File: config.mk
export PLATFORM = sky130hd
export DESIGN_NAME = ysyx_2070017_idu_alu
export DESIGN_NICKNAME = d
export VERILOG_FILES = /design/src/rtl/ysyx_2070017_idu_alu_pkg.sv /design/src/rtl/ysyx_24070017_MuxKey.sv /design/src/rtl/ysyx_2070017_idu_alu.sv
export SDC_FILE = /design/constraint.sdc
export NUM_CORES = 1
export LEC_CHECK = 0
export BUFFER_PORTS_ARGS = -buffer_cell sky130_fd_sc_hd__buf_2
export CAP_MARGIN = 5
export CELL_PAD_IN_SITES_DETAIL_PLACEMENT = 1
export CELL_PAD_IN_SITES_GLOBAL_PLACEMENT = 1
export CORE_MARGIN = 4
export CORE_UTILIZATION = 35
export CTS_CLUSTER_SIZE = 25
export DETAILED_ROUTE_END_ITERATION = 8
export GPL_ROUTABILITY_DRIVEN = 0
export PLACE_DENSITY_LB_ADDON = 0.1
export SYNTH_ARGS = -nofsm -noshare
export SYNTH_HDL_FRONTEND = slang
export SYNTH_HIERARCHICAL = 1
export SYNTH_SLANG_ARGS = --single-unit
File: constraint.sdc
create_clock -name clk -period 16 [get_ports clk]
set_input_delay 1.6 -clock clk [delete_from_list [all_inputs] [get_ports clk]]
set_output_delay 1.6 -clock clk [all_outputs]
set_load 0.01 [all_outputs]
File: src/rtl/ysyx_2070017_idu_alu_pkg.sv
// Shared constants for the decode/ALU slice: datapath width and RV32I opcodes.
package ysyx_2070017_idu_alu_pkg;

  localparam int unsigned WORD_LENGTH = 32;
  localparam int unsigned INST_W      = 32;
  localparam int unsigned OPCODE_W    = 7;

  localparam logic [OPCODE_W-1:0] OPC_LUI    = 7'b0110111;
  localparam logic [OPCODE_W-1:0] OPC_AUIPC  = 7'b0010111;
  localparam logic [OPCODE_W-1:0] OPC_JAL    = 7'b1101111;
  localparam logic [OPCODE_W-1:0] OPC_JALR   = 7'b1100111;
  localparam logic [OPCODE_W-1:0] OPC_BRANCH = 7'b1100011;
  localparam logic [OPCODE_W-1:0] OPC_LOAD   = 7'b0000011;
  localparam logic [OPCODE_W-1:0] OPC_STORE  = 7'b0100011;
  localparam logic [OPCODE_W-1:0] OPC_OP_IMM = 7'b0010011;
  localparam logic [OPCODE_W-1:0] OPC_OP     = 7'b0110011;

endpackage

File: src/rtl/ysyx_24070017_MuxKey.sv
// Generic key-match mux.
//   key : selector compared against every table key
//   lut : NR_KEY packed entries, entry i = lut[i*(KEY_LEN+DATA_LEN) +: ...] = {key_i, data_i}
//   out : data paired with the matching key, zero when nothing matches
module ysyx_24070017_MuxKey #(
  parameter int unsigned NR_KEY   = 2,
  parameter int unsigned KEY_LEN  = 1,
  parameter int unsigned DATA_LEN = 1
) (
  input  logic [KEY_LEN-1:0]                     key,
  input  logic [NR_KEY*(KEY_LEN+DATA_LEN)-1:0]   lut,
  output logic [DATA_LEN-1:0]                    out
);

  localparam int unsigned ENTRY_W = KEY_LEN + DATA_LEN;

  // Keys are expected to be unique; zero is the no-match default.
  always_comb begin
    out = '0;
    for (int i = 0; i < int'(NR_KEY); i++) begin
      if (lut[i*ENTRY_W+DATA_LEN +: KEY_LEN] == key) begin
        out = lut[i*ENTRY_W +: DATA_LEN];
      end
    end
  end

endmodule

File: src/rtl/ysyx_2070017_idu_alu.sv
// RV32I field/immediate decoder feeding a single integer ALU.
//   clk, rst           : clock, asynchronous active-high reset (result_q only)
//   inst, pc           : instruction word and its address
//   rs1_data, rs2_data : register operands
//   opcode..funct7     : raw instruction fields (combinational)
//   immI..immJ         : sign-extended immediates (combinational)
//   alu_result         : combinational ALU output
//   result_q           : alu_result captured every rising edge
module ysyx_2070017_idu_alu #(
  parameter int unsigned WORD_LENGTH = ysyx_2070017_idu_alu_pkg::WORD_LENGTH
) (
  input  logic                   clk,
  input  logic                   rst,
  input  logic [31:0]            inst,
  input  logic [WORD_LENGTH-1:0] pc,
  input  logic [WORD_LENGTH-1:0] rs1_data,
  input  logic [WORD_LENGTH-1:0] rs2_data,
  output logic [6:0]             opcode,
  output logic [4:0]             rd,
  output logic [4:0]             rs1,
  output logic [4:0]             rs2,
  output logic [2:0]             funct3,
  output logic [6:0]             funct7,
  output logic [WORD_LENGTH-1:0] immI,
  output logic [WORD_LENGTH-1:0] immS,
  output logic [WORD_LENGTH-1:0] immB,
  output logic [WORD_LENGTH-1:0] immU,
  output logic [WORD_LENGTH-1:0] immJ,
  output logic [WORD_LENGTH-1:0] alu_result,
  output logic [WORD_LENGTH-1:0] result_q
);

  import ysyx_2070017_idu_alu_pkg::*;

  localparam int unsigned NR_SRC = 9;
  localparam int unsigned KEY_W  = OPCODE_W;

  logic [WORD_LENGTH-1:0] src1;
  logic [WORD_LENGTH-1:0] src2;
  logic [2:0]             eff_funct3;
  logic                   do_sub;
  logic [4:0]             shamt;

  // Raw fields.
  assign opcode = inst[6:0];
  assign rd     = inst[11:7];
  assign rs1    = inst[19:15];
  assign funct3 = inst[14:12];
  assign rs2    = inst[24:20];
  assign funct7 = inst[31:25];

  // Immediates, sign-extended from inst[31] via signed width casts.
  assign immI = WORD_LENGTH'($signed(inst[31:20]));
  assign immS = WORD_LENGTH'($signed({inst[31:25], inst[11:7]}));
  assign immB = WORD_LENGTH'($signed({inst[31], inst[7], inst[30:25], inst[11:8], 1'b0}));
  assign immJ = WORD_LENGTH'($signed({inst[31], inst[19:12], inst[20], inst[30:21], 1'b0}));
  assign immU = WORD_LENGTH'($signed({inst[31:12], 12'b0}));

  // Operand 1 select; LUI and unknown opcodes read zero.
  ysyx_24070017_MuxKey #(
    .NR_KEY  (NR_SRC),
    .KEY_LEN (KEY_W),
    .DATA_LEN(WORD_LENGTH)
  ) u_src1_mux (
    .key(opcode),
    .lut({OPC_LUI,    {WORD_LENGTH{1'b0}},
          OPC_AUIPC,  pc,
          OPC_JAL,    pc,
          OPC_BRANCH, pc,
          OPC_JALR,   rs1_data,
          OPC_OP_IMM, rs1_data,
          OPC_OP,     rs1_data,
          OPC_LOAD,   rs1_data,
          OPC_STORE,  rs1_data}),
    .out(src1)
  );

  // Operand 2 select; LUI and unknown opcodes read zero.
  ysyx_24070017_MuxKey #(
    .NR_KEY  (NR_SRC),
    .KEY_LEN (KEY_W),
    .DATA_LEN(WORD_LENGTH)
  ) u_src2_mux (
    .key(opcode),
    .lut({OPC_LUI,    {WORD_LENGTH{1'b0}},
          OPC_AUIPC,  immU,
          OPC_JAL,    immJ,
          OPC_JALR,   immI,
          OPC_OP_IMM, immI,
          OPC_LOAD,   immI,
          OPC_BRANCH, immB,
          OPC_STORE,  immS,
          OPC_OP,     rs2_data}),
    .out(src2)
  );

  // Only OP/OP_IMM use funct3; everything else is an address-style add.
  assign eff_funct3 = (opcode == OPC_OP || opcode == OPC_OP_IMM) ? funct3 : 3'b000;
  // inst[30] selects sub only for register-register ops; addi ignores it.
  assign do_sub     = (opcode == OPC_OP) && funct7[5];
  assign shamt      = src2[4:0];

  // ALU.
  always_comb begin
    alu_result = '0;
    unique case (eff_funct3)
      3'b000: alu_result = do_sub ? (src1 - src2) : (src1 + src2);
      3'b001: alu_result = src1 << shamt;
      3'b010: alu_result[0] = $signed(src1) < $signed(src2);
      3'b011: alu_result[0] = src1 < src2;
      3'b100: alu_result = src1 ^ src2;
      3'b101: alu_result = funct7[5] ? WORD_LENGTH'($signed(src1) >>> shamt) : (src1 >> shamt);
      3'b110: alu_result = src1 | src2;
      3'b111: alu_result = src1 & src2;
      default: alu_result = '0;
    endcase
  end

  // Result register.
  always_ff @(posedge clk or posedge rst) begin
    if (rst) begin
      result_q <= '0;
    end else begin
      result_q <= alu_result;
    end
  end

endmodule

# After elaboration in Yosys (flattened, before gate mapping)
# Index checks and enable logic that the tools add are counted.
[classes]
n_mux = 23
n_bitwise = 3
n_reduce_logical = 3
n_addsub = 2
n_lt_le_gt_ge = 2
eq_ne = 18
shifts = 3
div_mod_pow = 0
n_mul = 0
[op_table]
columns = ["cell", "count"]
rows = [
  ["$mux W32", 20],
  ["$pmux W31 S6", 1],
  ["$lt A32 B32 Y1", 2],
  ["$add A32 B32 Y32", 1],
  ["$and A32 B32 Y32", 1],
  ["$or A32 B32 Y32", 1],
  ["$shl A32 B5 Y32", 1],
  ["$shr A32 B5 Y32", 1],
  ["$sshr A32 B5 Y32", 1],
  ["$sub A32 B32 Y32", 1],
  ["$xor A32 B32 Y32", 1],
  ["$eq A6 B7 Y1 const A", 3],
  ["$eq A7 B7 Y1 const A", 3],
  ["$eq A5 B7 Y1 const A", 2],
  ["$eq A3 B3 Y1 const B", 4],
  ["$pmux W1 S8", 1],
  ["$eq A2 B7 Y1 const A", 1],
  ["$eq A7 B5 Y1 const B", 1],
  ["$eq A7 B6 Y1 const B", 1],
  ["$eq A3 B2 Y1 const B", 2],
  ["$eq A3 B1 Y1 const B", 1],
  ["$logic_not A3 Y1", 1],
  ["$mux W3", 1],
  ["$logic_and A1 B1 Y1", 1],
  ["$logic_or A1 B1 Y1", 1],
]
[totals]
regBits = 32
output_inout_bits = 256
n_memories = 0
in_bits = 130
mem_bits_rw = 0
word_cells = 55
mem_bits_ro = 0
latch_bits = 0

# Logic depth before layout (Yosys ltp)
# Gate-level depths: netlist of the first run.
[depth]
word_depth = 13
ltp_mapped = 24
depth_no_buf = 18

# Modules after synthesis
# The synthesis of the first run kept the hierarchy.
[modules_own_cells]
columns = ["module", "seq_area_each_um2", "cells_each", "n_inst", "area_each_um2"]
rows = [
  ["ysyx_2070017_idu_alu", 800.8, 1579, 1, 10944.2],
  ["ysyx_24070017_MuxKey", 0.0, 481, 2, 3280.6],
]

# Worst setup path after synthesis of the first run
# OpenSTA, ideal clock, no wires.
[synth_path]
path_type = "in2out"
from = "input port inst[6]"
to = "output port alu_result[25]"
path_buffers = 5
arrival_time_ns = 6.423
path_stages = 22
path_slack_ns = 7.977
cell_sequence = "buf_6 > xor2_2 > nor3_1 > and3_4 > buf_6 > a211oi_4 > and3_1 > buf_2 > a311oi_1 > inv_2 > buf_2 > buf_1 > ha_1 > nor2_1 > o311ai_1 > a2111oi_0 > o21ai_1 > nand3_1 > a211oi_1 > o31ai_1 > a2111oi_0 > a311o_1"
[synth_via]
elab_chain_cells = 13
elab_cells_between_ends = 49
classes_between = "add/sub (2); eq/ne (16); shift (3); mux (22); bitwise (3); reduce/logical (3)"
[synth_rtl]
columns = ["element", "line", "rtl"]
rows = [
  ["start: declaration", "ysyx_2070017_idu_alu.sv:14", "input logic [31:0] inst,"],
  ["$eq A6 B7 Y1", "ysyx_24070017_MuxKey.sv:21", "if (lut[i*ENTRY_W+DATA_LEN +: KEY_LEN] == key) begin"],
  ["$mux W32 (8 in a row)", "ysyx_24070017_MuxKey.sv:21", ""],
  ["$mux W32 *", "ysyx_24070017_MuxKey.sv:21", ""],
  ["named net src2[1]", "ysyx_2070017_idu_alu.sv:39", "logic [WORD_LENGTH-1:0] src2;"],
  ["$add A32 B32 Y32 (tied with other cells)", "ysyx_2070017_idu_alu.sv:107", "3'b000: alu_result = do_sub ? (src1 - src2) : (src1 + src2);"],
  ["$mux W32, on equally long branches", "ysyx_2070017_idu_alu.sv:107, ysyx_2070017_idu_alu.sv:112", ""],
  ["$pmux W31 S6 *", "ysyx_2070017_idu_alu.sv:106", "unique case (eff_funct3)"],
  ["end: declaration", "ysyx_2070017_idu_alu.sv:29", "output logic [WORD_LENGTH-1:0] alu_result,"],
]
# The timed path passes the listed nets; every way through them passes the cells marked *.

# Final worst setup path of the first run
[layout_path]
from = "input port inst[6]"
to = "output port alu_result[13]"
# The elaborated chain is that of the path after synthesis.

==> flow_summary.json, run 1 <==
{
  "status": "finished clean",
  "cts_hold_buf": 0,
  "drc": 0,
  "final_core_util": 0.388,
  "min_period_over_period": 0.631,
  "grt_pass1_vias": 19600,
  "ys_seq_elements": 32,
  "antenna_found_initial": 0,
  "via_count": 20000,
  "synth_top_cell_area_share": 0.0858,
  "antenna_left": 0,
  "die_area_um2": 53700,
  "numPortBuffers": 371,
  "yosysWarnings": 6,
  "synth_top_cell_by_area": "buf_4",
  "die_x_um": 232,
  "ir_drop_uv": 36.3,
  "drive_gt1_frac": 0.198,
  "cts_sinks": 32,
  "layout.nets": 3020,
  "grtUsageTotal": 0.276,
  "fmax_mhz": 99.0,
  "tightest_slew_ps": 1160,
  "synthToLayoutAreaGrowth_pct": 8.91,
  "grt_max_degree": 110,
  "p_leak_uw": 0.00813,
  "intPower_uw": 400,
  "clockBufferDepth": 2,
  "io_pins": 386,
  "use_met2": 0.459,
  "crit_type": "primary input to output pin",
  "grt.overflow.total": 0,
  "startpoint": "inst[6]",
  "cts_resized": 0,
  "totalPowerFinal_uw": 926,
  "seq_power_share": 0.106,
  "synth_most_common_cell": "nor2_1",
  "antennaDiodeCount": 0,
  "avgSynthCellArea_um2": 6.89,
  "fin_crit_ps": 10100,
  "postSynthCellCount": 2541,
  "arrival_ps": 8500,
  "core_um2": 49200,
  "path_clk_slew_ps": 50,
  "start_util": 0.356,
  "clkPwrFrac": 0.098,
  "cp-start-kind": "primary input",
  "netSwitchingFraction": 0.568,
  "synthesis.area_um2": 17500,
  "hold_class": "primary input to async pin",
  "final.setup.tns_ps": 0,
  "ys_async_sr_fraction": 1.00,
  "cts_buffers": 5,
  "grtUsageMet1": 0.380,
  "grtUsageMet3": 0.0193,
  "fill_cells": 6456,
  "ys_seq_area_frac": 0.0457,
  "drt-vias-per-instance": 5.82,
  "seq_area_um2": 801,
  "drt_iter0_drc": 1770,
  "place_ws_ps": 6050,
  "regMostFlops": "result_q",
  "clock-root-buffer": "clkbuf_16",
  "dr.pass1.iters": 5,
  "final-hold-violation-count": 0,
  "largest_reg_flops": 32,
  "cp_max_fo": 53,
  "setup_slack_ps": 5900,
  "synthTopCellsByArea": "buf_4 (8.6%), ha_1 (8.1%), nor2_1 (6.8%), a21oi_1 (5.2%), o21ai_0 (5.0%)",
  "top_regs": "result_q (32)",
  "power_per_cell_area_nw_per_um2": 48.6,
  "die_h_um": 232,
  "detailed_place_hpwl_um": 60500,
  "maxCapViolCount": 0,
  "synth-edff-count": 0,
  "wire_per_inst_um": 22.9,
  "yosysUniqueCellTypes": 84,
  "maxSlewHeadroom": 0.224,
  "synthTopCellsByCount": "nor2_1 (318), buf_4 (200), a21oi_1 (183), o21ai_0 (176), nand2_1 (140)",
  "setup_violations": 0,
  "totalWireLength_um": 78600,
  "ctsHtreeMaxLevel": 2,
  "cp-end-kind": "output pin",
  "post_cts_buffers": 0,
  "synth_flop_cell": "dfrtp_1",
  "rsz0062_at_grt": "no",
  "cts_tree": "built",
  "num_rows": 81,
  "slew_viol_final": 0,
  "crit_required_ps": 14400,
  "multiInputGateArea_um2": 14700,
  "busiest_layer": "met2",
  "p_switching_uw": 526,
  "grt_pass1_wl_um": 119000,
  "combPwrFrac": 0.795
}
==> routing by layer <==
layer / part of all wire / vias up
met1: 0.45 / 9787
li1: - / 9331
met2: 0.46 / 750
met4: 0.039 / 0
met5: 0 / -
met3: 0.055 / 131
==> kinds of logic after synthesis <==
| family | synth area share |
|---|---|
| flops | 0.0457 |
| xor+xnor | 0.0774 |
| other cells | 0.000429 |
| buf+inv | 0.167 |
| mux | 0.0736 |
| simple gates | 0.203 |
| fa+ha+maj | 0.0838 |
| compound gates | 0.349 |
==> area by class of cell <==
type                            instances  area share
Inverter                               97      0.0191
Timing Repair Buffer                  424       0.118
Sequential cell                        32      0.0420
Tap cell                              664      0.0436
Clock inverter                          2    0.000525
Multi-Input combinational cell       2214       0.769
Clock buffer                            6     0.00728
==> through the flow <==
stage,instance area (µm²),hold WS [ps],instances
floorplan,18300,1720,2757
global placement,18900,1910,3431
detailed placement,18900,1920,3431
CTS,19100,1630,3439
global route,19100,1720,3439
finish,19100,1600,3439
==> power by group through the flow <==
stage	clock network, µW	registers, µW	logic (µW)
floorplan	0	108	478
global placement	0	99.1	708
detailed placement	0	100	721
CTS	94.2	98.7	724
global route	97.0	100	795
finish	90.9	98.4	736
==> how the worst max path moves through the flow <==
stage / endpoint / slack (ps) / depth (start not counted)
global placement: alu_result[13] / 6180 / 21
global route: alu_result[13] / 5380 / 21
detailed placement: alu_result[13] / 6050 / 21
CTS: alu_result[13] / 6050 / 21
floorplan: alu_result[25] / 7980 / 22
finish: alu_result[13] / 5900 / 21
==> worst max-delay path, cell delays in order <==
cell and delay (ps):
buf_2 480, xor2_2 180, nor3_1 80, and3_4 350, a211oi_4 210, buf_4 360
nand3_2 440, o311a_1 480, buf_4 260, inv_1 640, ha_1 470, nor2_1 140
o311ai_1 170, a2111oi_0 920, nor2_1 180, nor4_1 320, o21ai_0 120, and3_1 220
xnor2_1 150, o21ai_0 420, buf_2 220
==> placed cells by master, fill, tap and decap left out, types with 47 or more instances in the layout <==
cell type / Yosys / layout
o211ai_1: 47 / 47
xor2_1: 70 / 70
xnor2_1: 81 / 81
conb_1: 2 / 218
o21ai_1: 52 / 52
nor3_1: 128 / 128
o22ai_1: 61 / 61
buf_2: 42 / 370
o21ai_0: 176 / 176
a21oi_1: 183 / 183
buf_4: 200 / 54
mux2i_1: 68 / 68
ha_1: 114 / 114
nand2_1: 140 / 140
inv_1: 94 / 94
nor2_1: 318 / 316
No activity file was read; power rests on OpenSTA's default activity.
==> run 2, diff against run 1 <==
--- a/config.mk
+++ b/config.mk
@@ -5,6 +5,7 @@
 export SDC_FILE = /design/constraint.sdc
 export NUM_CORES = 1
 export LEC_CHECK = 0
+export ABC_AREA = 1
 export BUFFER_PORTS_ARGS = -buffer_cell sky130_fd_sc_hd__buf_2
 export CAP_MARGIN = 5
 export CELL_PAD_IN_SITES_DETAIL_PLACEMENT = 1
==> constraint.sdc (replaced) <==
create_clock -name clk -period 9 [get_ports clk]
set_input_delay 0.9 -clock clk [delete_from_list [all_inputs] [get_ports clk]]
set_output_delay 0.9 -clock clk [all_outputs]
set_load 0.01 [all_outputs]
==> run 2 against run 1 <==
  * Die area is 28% higher
  * First-iteration DRC count rose by 13%
  * Sequential share of layout area down 0.89 points
  * Highest routed layer is now met5
  * Global-route usage up 0.23 points
  * Via count grew 40%
  * Largest cell class unchanged
  * Critical path depth up 9
  * Sequential power is 77% higher
==> flow_summary.json, run 2 <==
{
  "status": "finished clean",
  "grtUsageTotal": 0.279,
  "maxSlewHeadroom": 0.327,
  "ys_seq_elements": 32,
  "crit_path_max_incr_delay_ps": 480,
  "ys_async_sr_fraction": 1.00,
  "cts_hold_buf": 0,
  "postSynthCellCount": 4614,
  "setup_slack_ps": 1840,
  "min_period_over_period": 0.796,
  "drive_gt1_frac": 0.108,
  "clock-root-buffer": "clkbuf_16",
  "arrival_ps": 6260,
  "rsz0062_at_grt": "no",
  "cts_sinks": 32,
  "cp-start-kind": "primary input",
  "synthToLayoutAreaGrowth_pct": 7.33,
  "final_cell_mix": "nand2_1 (1776), inv_1 (688), nand3_1 (426)",
  "crit_required_ps": 8100,
  "final.setup.tns_ps": 0,
  "setup_violations": 0,
  "grt_max_degree": 112,
  "worst_path_most_repeated_cell": "nand2_1",
  "layout.nets": 5105,
  "p_leak_uw": 0.0146,
  "die_area_um2": 68500,
  "cp_slowest_cell": "nand2_1",
  "ctsHtreeMaxLevel": 2,
  "yosysUniqueCellTypes": 51,
  "largest_reg_flops": 32,
  "cts_tree": "built",
  "drt-vias-per-instance": 4.90,
  "synth-edff-count": 0,
  "ys_seq_area_frac": 0.0355,
  "detailed_place_hpwl_um": 81000,
  "ir_drop_uv": 61.8,
  "dr.pass1.iters": 5,
  "grt_pass1_wl_um": 152000,
  "cp_max_fo": 33,
  "avgSynthCellArea_um2": 4.88,
  "place_ws_ps": 1900,
  "maxCapViolCount": 0,
  "drc": 0,
  "grt.overflow.total": 0,
  "antennaDiodeCount": 0,
  "hold_class": "primary input to async pin",
  "top_regs": "result_q (32)",
  "clockBufferDepth": 2,
  "final_area_um2": 24200,
  "regMostFlops": "result_q",
  "post_dp_cell_area_um2": 24000,
  "die_h_um": 262,
  "fmax_mhz": 140,
  "synth_top_cell_by_area": "nand2_1",
  "tightest_slew_ps": 1000,
  "via_count": 28000,
  "yosysWarnings": 6,
  "antenna_found_initial": 3,
  "grt_pass1_vias": 26700,
  "final-hold-violation-count": 0,
  "totalWireLength_um": 99200,
  "synthTopCellsByCount": "nand2_1 (1780), inv_1 (688), nand3_1 (426), nor2_1 (364), o21ai_0 (213)",
  "core_um2": 63400,
  "start_util": 0.355,
  "slew_viol_final": 0,
  "numPortBuffers": 371,
  "fin_crit_ps": 7160,
  "wire_per_inst_um": 17.4,
  "synth_flop_cell": "dfrtp_1",
  "drt_iter0_drc": 2007,
  "cts_resized": 0,
  "synth_top_cell_area_share": 0.297,
  "synthesis.area_um2": 22500,
  "io_pins": 386,
  "synthTopCellsByArea": "nand2_1 (30%), inv_1 (11%), nand3_1 (9.5%), buf_4 (6.8%), ha_1 (6.3%)",
  "antenna_left": 0,
  "post_cts_buffers": 0,
  "synth_most_common_cell": "nand2_1",
  "num_rows": 92,
  "die_x_um": 262,
  "crit_type": "primary input to output pin",
  "cp-end-kind": "output pin",
  "power_per_cell_area_nw_per_um2": 75.3,
  "final_common_cell": "nand2_1",
  "path_clk_slew_ps": 60,
  "cts_buffers": 5
}
==> run 2: final cells by class <==
cell class / count / area (µm²)
Fill cell: 9604 / 39200
Multi-Input combinational cell: 3666 / 17200
Inverter: 743 / 2790
Timing Repair Buffer: 411 / 2210
Tap cell: 846 / 1060
Sequential cell: 32 / 801
Clock buffer: 6 / 139
Clock inverter: 2 / 10.0
==> run 2: cells by family after synthesis <==
group                      synth area share
and+or+nand+nor                       0.511
buffers and inverters                 0.245
AOI/OAI and AO/OA                     0.105
adders and majority gates            0.0651
xor gates and xnor gates             0.0389
DFF                                  0.0355
other                              0.000333
==> run 2: where the power goes <==
group          total, µW  switching (µW)  internal [µW]
clock network        175            66.4            109
logic               1470            1060            413
registers            174            7.55            166
==> run 2: layer usage <==
| layer | wire length [µm] | GRT usage | vias to the layer above |
|---|---|---|---|
| li1 | - | - | 14100 |
| met1 | 44700 | 0.374 | 12900 |
| met2 | 44900 | 0.470 | 854 |
| met3 | 6290 | 0.0321 | 137 |
| met4 | 3380 | 0.0823 | 4 |
| met5 | 26 | 0 | - |
==> run 2: per-stage QoR <==
stage	std cells	hold WS, ps	total power (µW)	utilization
floorplan	4856	1020	1150	-
global route	5706	743	1980	0.381
CTS	5706	707	1790	0.381
finish	5706	703	1820	0.381
global placement	5698	1010	1600	0.379
detailed placement	5698	1010	1610	0.379
==> run 2: worst max path at each step <==
stage	start	endpoint	slack, ps	cells past startpoint
floorplan	inst[3]	alu_result[31]	3700	26
global placement	inst[1]	alu_result[26]	1950	30
detailed placement	inst[1]	alu_result[25]	1900	31
CTS	inst[1]	alu_result[25]	1890	31
global route	inst[1]	alu_result[25]	1330	30
finish	inst[1]	alu_result[25]	1840	30
==> run 2: worst max-delay path, delay by kind of cell <==
family	cells	cell delay [ps]
buf+inv	8	1710
xor+xnor	1	190
simple gates	20	3130
fa+ha+maj	1	300
==> run 3, diff against run 2 <==
==> constraint.sdc (replaced) <==
create_clock -name clk -period 6.4 [get_ports clk]
set_input_delay 0.64 -clock clk [delete_from_list [all_inputs] [get_ports clk]]
set_output_delay 0.64 -clock clk [all_outputs]
set_load 0.01 [all_outputs]
==> run 3 against run 2 <==
  * Global-route usage is 0.21 points lower
  * Final area is 2.7% higher
  * First-iteration DRC count is 3.7% lower
  * Setup slack worse by 1500 ps
  * Die area stayed put
==> flow_summary.json, run 3 (synthesis results as in run 2) <==
{
  "crit_required_ps": 5760,
  "final_common_cell": "nand2_1",
  "rsz0062_at_grt": "yes",
  "maxCapViolCount": 0,
  "top_regs": "result_q (32)",
  "hold_class": "primary input to async pin",
  "die_area_um2": 68500,
  "path_clk_slew_ps": 50,
  "drc": 0,
  "grt_max_degree": 72,
  "clock-root-buffer": "clkbuf_16",
  "fmax_mhz": 165,
  "drt-vias-per-instance": 4.90,
  "post_dp_cell_area_um2": 24600,
  "wire_per_inst_um": 17.2,
  "cp_max_fo": 36,
  "antenna_left": 0,
  "detailed_place_hpwl_um": 82100,
  "min_period_over_period": 0.945,
  "ctsHtreeMaxLevel": 2,
  "drt_iter0_drc": 1932,
  "dr.pass1.iters": 6,
  "p_leak_uw": 0.0150,
  "fill_cells": 9644,
  "arrival_ps": 5410,
  "use_met2": 0.463,
  "core_um2": 63400,
  "cts_sinks": 32,
  "cp-end-kind": "output pin",
  "slew_viol_final": 0,
  "final_area_um2": 24800,
  "largest_reg_flops": 32,
  "fin_crit_ps": 6050,
  "start_util": 0.355,
  "clockBufferDepth": 2,
  "grtUsageTotal": 0.276,
  "final-hold-violation-count": 0,
  "setup_violations": 0,
  "totalPowerFinal_uw": 2630,
  "ir_drop_uv": 94.1,
  "cp-start-kind": "primary input",
  "cts_buffers": 5,
  "post_cts_buffers": 0,
  "totalWireLength_um": 99200,
  "numPortBuffers": 371,
  "layout.nets": 5173,
  "synthToLayoutAreaGrowth_pct": 10.3,
  "cts_hold_buf": 0,
  "maxSlewHeadroom": 0.348,
  "grtUsageMet1": 0.369,
  "grt_pass1_vias": 26500,
  "antenna_found_initial": 2,
  "cts_tree": "built",
  "via_count": 28300,
  "busiest_layer": "met2",
  "tightest_slew_ps": 976,
  "num_rows": 92,
  "die_x_um": 262,
  "grt_pass1_wl_um": 151000,
  "cts_resized": 0,
  "grtUsageMet3": 0.0300,
  "die_h_um": 262,
  "io_pins": 386,
  "final_cell_mix": "nand2_1 (1776), inv_1 (687), nand3_1 (426)",
  "power_per_cell_area_nw_per_um2": 106,
  "grt.overflow.total": 0,
  "status": "finished clean",
  "drive_gt1_frac": 0.120,
  "crit_type": "primary input to output pin",
  "regMostFlops": "result_q"
}
==> run 3: worst max-delay path by stage <==
stage	depth (start not counted)	slack, ps	endpoint	from
finish	25	350	alu_result[31]	inst[5]
global route	25	-40	alu_result[31]	inst[5]
CTS	31	310	alu_result[25]	inst[0]
detailed placement	31	320	alu_result[25]	inst[0]
global placement	31	400	alu_result[25]	inst[0]
floorplan	26	1620	alu_result[31]	inst[3]
==> run 3: worst max-delay path, cell delays in order <==
cell	delay [ps]
buf_2	410
buf_4	260
xor2_1	150
nor4_1	60
buf_4	130
inv_2	400
buf_4	230
nor2_1	40
nor2_1	90
nand2_1	60
nand2_1	260
inv_1	160
ha_1	520
nand2_1	150
inv_1	110
nand2_1	120
nor3_1	470
and2_1	210
nand2_1	50
nand2_1	80
nand3_1	110
nand2_1	80
nand3_1	160
nand2_1	210
buf_2	200
==> run 3: final cells by class <==
| cell class | instances | area [µm²] | share of cell area |
|---|---|---|---|
| clock buffers | 6 | 129 | 0.00519 |
| inverters | 743 | 2790 | 0.112 |
| multi-input cells | 3666 | 17200 | 0.692 |
| repair buffers | 479 | 2840 | 0.114 |
| flip-flops and latches | 32 | 801 | 0.0322 |
| clock inverters | 2 | 35.0 | 0.00141 |
| well taps | 846 | 1060 | 0.0426 |
| diodes | 3 | 7.51 | 0.000302 |
==> run 3: per-layer routing <==
layer / part of all wire / vias up
met3: 0.061 / 154
met2: 0.45 / 861
met4: 0.042 / 0
met5: 0 / -
li1: - / 14200
met1: 0.45 / 13100
==> run 3: power by group <==
group	internal (µW)	leakage [µW]	switching, µW
registers	233	0.000433	8.52
logic	616	0.0145	1490
clock network	183	0.0000809	97.9
==> run 3: through the flow <==
stage	setup slack, ps	setup TNS [ps]	utilization	instances	hold WS (ps)
after floorplan	1620	0	-	4856	756
after global placement	399	0	0.389	5765	1030
after detailed placement	324	0	0.389	5765	1030
after CTS	311	0	0.391	5773	725
after global routing	-44.2	-44.2	0.392	5775	356
final	352	0	0.392	5777	322
